`src/rtl/quad_enc_gen.sv`:
```
// Quadrature encoder emulator: spreads |cmd_steps| Gray-coded A/B steps evenly over a fixed
// window using a Bresenham accumulator, and keeps a signed running position count.
module quad_enc_gen #(
  parameter int unsigned WINDOW_CYCLES = 500000,
  parameter int unsigned MIN_GAP       = 4,
  parameter int unsigned STEP_W        = 16
) (
  input  logic                     clk,
  input  logic                     reset,
  input  logic                     cmd_valid,
  output logic                     cmd_ready,
  input  logic signed [STEP_W-1:0] cmd_steps,
  output logic                     A,
  output logic                     B,
  output logic signed [31:0]       pos_count,
  output logic                     win_done,
  output logic                     sat
);

  localparam int unsigned NMax = WINDOW_CYCLES / MIN_GAP;
  localparam int unsigned AccW = $clog2(2 * WINDOW_CYCLES);
  localparam int unsigned CntW = $clog2(WINDOW_CYCLES + 1);

  typedef enum logic {StIdle, StRun} state_e;

  state_e          state_q;
  logic [AccW-1:0] acc_q;
  logic [AccW-1:0] n_q;
  logic [CntW-1:0] win_cnt_q;
  logic            dir_q;

  logic [STEP_W:0] mag;
  logic            clamp;
  logic [AccW-1:0] n_load;
  logic [AccW-1:0] acc_sum;
  logic            last;
  logic            accept;
  logic            emit;

  // Magnitude is formed one bit wider so the most negative command does not overflow.
  always_comb begin
    mag = {1'b0, cmd_steps};
    if (cmd_steps[STEP_W-1]) begin
      mag = -{cmd_steps[STEP_W-1], cmd_steps};
    end
    clamp  = 32'(mag) > NMax;
    n_load = clamp ? AccW'(NMax) : AccW'(mag);
  end

  always_comb begin
    last      = (state_q == StRun) && (win_cnt_q == CntW'(WINDOW_CYCLES));
    cmd_ready = (state_q == StIdle) || last;
    win_done  = last;
    accept    = cmd_valid && cmd_ready;
    acc_sum   = acc_q + n_q;
    emit      = (state_q == StRun) && (acc_sum >= AccW'(WINDOW_CYCLES));
  end

  always_ff @(posedge clk or posedge reset) begin
    if (reset) begin
      state_q   <= StIdle;
      acc_q     <= '0;
      n_q       <= '0;
      win_cnt_q <= '0;
      dir_q     <= 1'b0;
      A         <= 1'b0;
      B         <= 1'b0;
      pos_count <= '0;
      sat       <= 1'b0;
    end else begin
      if (state_q == StRun) begin
        acc_q     <= emit ? acc_sum - AccW'(WINDOW_CYCLES) : acc_sum;
        win_cnt_q <= win_cnt_q + CntW'(1);
        if (emit) begin
          // Forward walks 00->10->11->01, reverse walks the same ring backwards.
          if (!dir_q) begin
            A         <= ~B;
            B         <= A;
            pos_count <= pos_count + 32'sd1;
          end else begin
            A         <= B;
            B         <= ~A;
            pos_count <= pos_count - 32'sd1;
          end
        end
        if (last && !accept) begin
          state_q <= StIdle;
        end
      end
      if (accept) begin
        state_q   <= StRun;
        win_cnt_q <= CntW'(1);
        acc_q     <= '0;
        n_q       <= n_load;
        dir_q     <= cmd_steps[STEP_W-1];
        if (clamp) begin
          sat <= 1'b1;
        end
      end
    end
  end

endmodule

```
`config.mk`:
```
export PLATFORM = sky130hd
export DESIGN_NAME = quad_enc_gen
export DESIGN_NICKNAME = d
export VERILOG_FILES = /design/src/rtl/quad_enc_gen.sv
export SDC_FILE = /design/constraint.sdc
export NUM_CORES = 1
export LEC_CHECK = 0
export CORE_MARGIN = 2
export CORE_UTILIZATION = 59
export DETAILED_ROUTE_END_ITERATION = 10
export PLACE_DENSITY = 0.81
export REMOVE_ABC_BUFFERS = 1
export SKIP_LAST_GASP = 1
export SYNTH_ARGS = -nofsm -noshare
export SYNTH_HDL_FRONTEND = slang
export SYNTH_SLANG_ARGS = --single-unit
```
`constraint.sdc`:
```
create_clock -name clk -period 4.4 [get_ports clk]
set_input_delay 0.44 -clock clk [delete_from_list [all_inputs] [get_ports clk]]
set_output_delay 0.44 -clock clk [all_outputs]
set_load 0.01 [all_outputs]
```
Word level (Yosys, flattened, before mapping). Index checks and enable logic that the tools add are counted.

Bits in registers: 96. Input bits: 19. Logic and storage cells: 43.

Magnitude comparators: 2. $add $sub $neg: 6. Bitwise gates (word level): 3. Reductions and logical operators: 9. Multiplexer cells: 13. Equal/unequal tests: 1.

Operator list (count): $mux W20 (3); $mux W19 (2); $mux W17 (2); $add A32 B2 Y32 const B (1); $mux W32 (1); $sub A32 B2 Y32 const B (1); $add A20 B20 Y20 (1); $ge A20 B19 Y1 const B (1); $sub A20 B19 Y20 const B (1); $add A19 B1 Y19 const B (1); $eq A19 B19 Y1 const B (1); $gt A17 B17 Y1 const B (1); $neg A17 Y17 (1); $mux W1 (5); $logic_and A1 B1 Y1 (4); $reduce_and A2 Y1 (2); $not A1 Y1 (3); $reduce_bool A2 Y1 (1); $logic_not A1 Y1 (1); $logic_or A1 B1 Y1 (1).

Depth between registers and ports, before layout.
Depth after elaboration: 9. Depth in mapped cells: 14.

Worst setup path before layout. OpenSTA, ideal clock, no wires.

Kind: register -> register. Start point: register dir_q. End point: register pos_count[25]. Data required time: 4.272 ns. Path buffers: 0. Arrival time: 3.237 ns. Setup time: 0.128 ns. Stages on the path, launching flop included: 12. Setup slack: 1.035 ns. Cell sequence: dfrtp_1 ha_1 and4_1 and3_1 a22oi_1 o311a_1 o41a_1 o21bai_1 a21oi_1 o21ai_0 xor2_1 mux2_1.

Cells in the longest elaborated chain, start to end: 1.

Ends and longest elaborated chain: from (decl) (RTL line 30) `logic dir_q;`; from (signal assigned) (RTL line 95) `dir_q <= cmd_steps[STEP_W-1];`; $mux W32 (RTL line 76) `if (!dir_q) begin`; to (signal assigned) (RTL line 79) `pos_count <= pos_count + 32'sd1;`; to (signal assigned) (RTL line 83) `pos_count <= pos_count - 32'sd1;`; to (decl) (RTL line 15) `output logic signed [31:0] pos_count,`.

Every way passes these cells. A chain may end at the register's enable or synchronous reset.

Final worst setup path.
Start point: register acc_q[0]. End point: register acc_q[17].

Cells in the longest elaborated chain, start to end: 6.

Ends and longest elaborated chain: from (decl) (RTL line 27) `logic [AccW-1:0] acc_q;`; from (signal assigned) (RTL line 72) `acc_q <= emit ? acc_sum - AccW'(WINDOW_CYCLES) : acc_sum;`; $add A20 B20 Y20 (*) (RTL line 55) `acc_sum = acc_q + n_q;`; $ge A20 B19 Y1 (RTL line 56) `emit = (state_q == StRun) && (acc_sum >= AccW'(WINDOW_CYCLES));`; $logic_and A1 B1 Y1 (RTL line 56); $mux W20 (*) (RTL line 72); $mux W20 (*) (RTL line 71) `if (state_q == StRun) begin`; $mux W20 (*) (RTL line 90) `if (accept) begin`.

Mark *: on every way between the ends. The rest lies on a longest branch, timed or not. The select of a mux whose other input is x is not followed.

==> impl_metrics.toml <==
[global_route]
grt_antenna_before_repair = 0
grt_pass1_wl_um = 26630
grt.met2_usage_pct = 44.25
busiest_layer = "met2"
grt_max_degree = 73
gr-total-overflow = 0
grt_pass1_vias = 5842
met1_usage_pct = 33.44
grtUsageMet3_pct = 4.757
grt_use_total_pct = 26.12

[cells_and_area]
fin_nets = 900
multi_input_area_um2 = 4227
fin_util_pct = 68.73
mostFrequentLayoutCell = "nand2_1"
register_area_um2 = 2327
final_area_um2 = 7747
final_cell_mix = "nand2_1, dfrtp_1, clkdlybuf4s50_1, ha_1, nor2_1"
diodes = 0
layout-drive-gt1-share_pct = 4.447
nFillCells = 861
area_delta_synth_final_pct = 14.73

[power_and_ir_drop]
leakagePower_nw = 3.596
switching_power_mw = 0.4973
p_comb_share_pct = 8.9
vdd_drop_max_mv = 0.2026
power_mw = 1.906
power_density_nw_per_um2 = 246.0
seqPwrFrac_pct = 49.5
switching_share_pct = 26.10
p_int_mw = 1.408
clkPwrFrac_pct = 41.6

[setup_path]
crit_chain = "ha_1 -> fa_1 -> a21oi_1 -> o211ai_1 -> a211oi_1 -> o21ai_0 -> xor2_1 -> o2111a_2 -> o221ai_4 -> o31a_1 -> or4_1 -> o211ai_1"
r2r-start = "acc_q[0]"
end_kind = "flop"
cp.required_ps = 4670
reg2reg_depth = 12
crit_family = "compound AO/OA/AOI/OAI gates"
r2r-end = "acc_q[17]"
path_buf_inv = 0
cp-start-kind = "flop"
cp.arrival_ps = 4350
path_common_cell = "o211ai_1"
path_class = "flop to flop"
r2r_setup_slack_ps = 330
max_stage_delay_ps = 480
worstSetupPathDepth = 12
crit_path_top_delay_cell = "or4_1"
cp_max_fo = 15

[synthesis]
synth_warnings = 0
netlist_area_um2 = 6753
ys_types = 68
synth_edf_count = 0
synthArstFlopShare_pct = 100.0
netlist.area_leader.share_pct = 34.46
syn_avg_cell_area_um2 = 8.668
yosysSeqAreaShare_pct = 34.46
synthFlopType = "dfrtp_1"
synthCells = 779
yosysTopAreaCell = "dfrtp_1"
synth.area.top_cells = "dfrtp_1, ha_1, xor2_1"
ys_ff_latch = 93

[placed_design]
postPlaceCellArea_um2 = 7451
dp_hpwl_um = 11430
gp_congestion = 0.9058
portBuffers = 55

[min_path]
hold_path_class = "input pin to async pin"

[routing]
drt_first_pass_iters = 5
initialDrtViolationCount = 362
ant_nets = 0
drc = 0
via_per_inst = 6.051
vias = 5900
wirelength_um = 15720
wl_per_cell_um = 16.12

[timing]
fmax_mhz = 245.4
worst_pin_slew_ps = 1060
slew_headroom_pct = 29.05
rsz0062_at_grt = "false"
setup_viol = 0
slew_viol_final = 0
finalSetupTns_ps = 0
post-route-period-util_pct = 92.60
skew_ps = 6.751
hold_viol = 0
min_period_ps = 4074

[die]
fp.dieW_um = 111.0
rows = 39
initial_core_util_pct = 59.91
die_height_um = 111.0
io_pins = 56
fp.coreArea_um2 = 11270
dieArea_um2 = 12320

[clock_tree]
post_cts_resize_count = 0
cts_num_sinks = 93
root_buffer = "clkbuf_16"
ctsHoldBuffers = 0
cts_htree_levels = 3
cts.clk_slew.worst_paths_ps = 70
ctsLongestPathBuffers = 2
cts_setup_buffers = 0
clkLatencyLatePin_ps = 360
cts_tree = "yes"
cts_buffers = 9

[job]
drv_cap = 0

[outcome]
status = "complete, no violations"
## sequential cells by signal, summed over array words and instances, names as in the netlist
name	flops
A	1
dir_q	1
state_q	1
n_q	17
pos_count	32
sat	1
win_cnt_q	19
acc_q	20
B	1
## power by group through the flow
| stage | clock network [mW] | logic [mW] | registers (mW) |
|---|---|---|---|
| CTS | 0.804 | 0.171 | 0.941 |
| global placement | 0 | 0.162 | 0.951 |
| floorplan | 0 | 0.118 | 0.943 |
| detailed placement | 0 | 0.169 | 0.953 |
| finish | 0.792 | 0.170 | 0.943 |
| global route | 0.847 | 0.194 | 0.948 |
## Yosys cell counts, drive strengths merged, types with 2 or more instances
master and instances:
o21bai 3, nand4 10, o2111ai 3, nand2b 11, and2 4, o41ai 4, a2111oi 2, buf 8
a31oi 5, o21ai 89, mux2i 6, a22o 4, o31a 2, nor4 4, o211ai 7, a21oi 42
and3 6, nand3 20, nor3b 3, nor4b 2, o31ai 13, dfrtp 93, nand3b 2, xnor2 32
fa 2, or3 9, and4 2, nor2 50, o21a 7, ha 51, nor2b 5, nand2 102
nor3 13, or2 6, clkbuf 16, mux2 2, or4 4, a21boi 5, inv 27, a22oi 3
xor2 50, o2111a 2, a211oi 11, a21o 23
## layer usage
metal,up-vias,share of wire [%]
met1,2823,45
li1,2914,-
met2,132,49
met5,-,0
met3,31,3.3
met4,0,2.2
## worst max-delay path by stage
stage,slack [ps],endpoint,startpoint
after detailed placement,420,acc_q[17],acc_q[0]
after global routing,70,acc_q[17],acc_q[0]
after global placement,630,acc_q[17],acc_q[0]
after floorplan,-370,acc_q[17],acc_q[0]
final,330,acc_q[17],acc_q[0]
after CTS,400,acc_q[17],acc_q[0]
## stage by stage
step / cells / hold WS, ps / worst slack, ps
floorplan: 755 / 416.0 / -365.9
global placement: 960 / 363.8 / 625.7
detailed placement: 960 / 383.0 / 417.5
CTS: 975 / 382.4 / 396.9
global route: 975 / 407.4 / 69.72
finish: 975 / 376.6 / 325.6
## layout make-up
type                            count  share of cell area (%)
Clock buffer                        9                   2.907
Tap cell                          143                   2.309
Sequential cell                    93                   30.04
Timing Repair Buffer               62                   7.946
Multi-Input combinational cell    635                   54.55
Inverter                           27                   1.324
Clock inverter                      6                  0.9205
## logic make-up after synthesis
| group | count (synthesis) | share of synthesized area [%] |
|---|---|---|
| adder cells (fa/ha/maj) | 53 | 10.04 |
| flip-flops | 93 | 34.46 |
| AND/OR/NAND/NOR | 257 | 18.23 |
| multiplexers | 8 | 1.223 |
| buffers and inverters | 51 | 3.113 |
| AO/OA/AOI/OAI | 235 | 22.18 |
| XOR/XNOR | 82 | 10.75 |
Power figures use the tool's default switching activity.
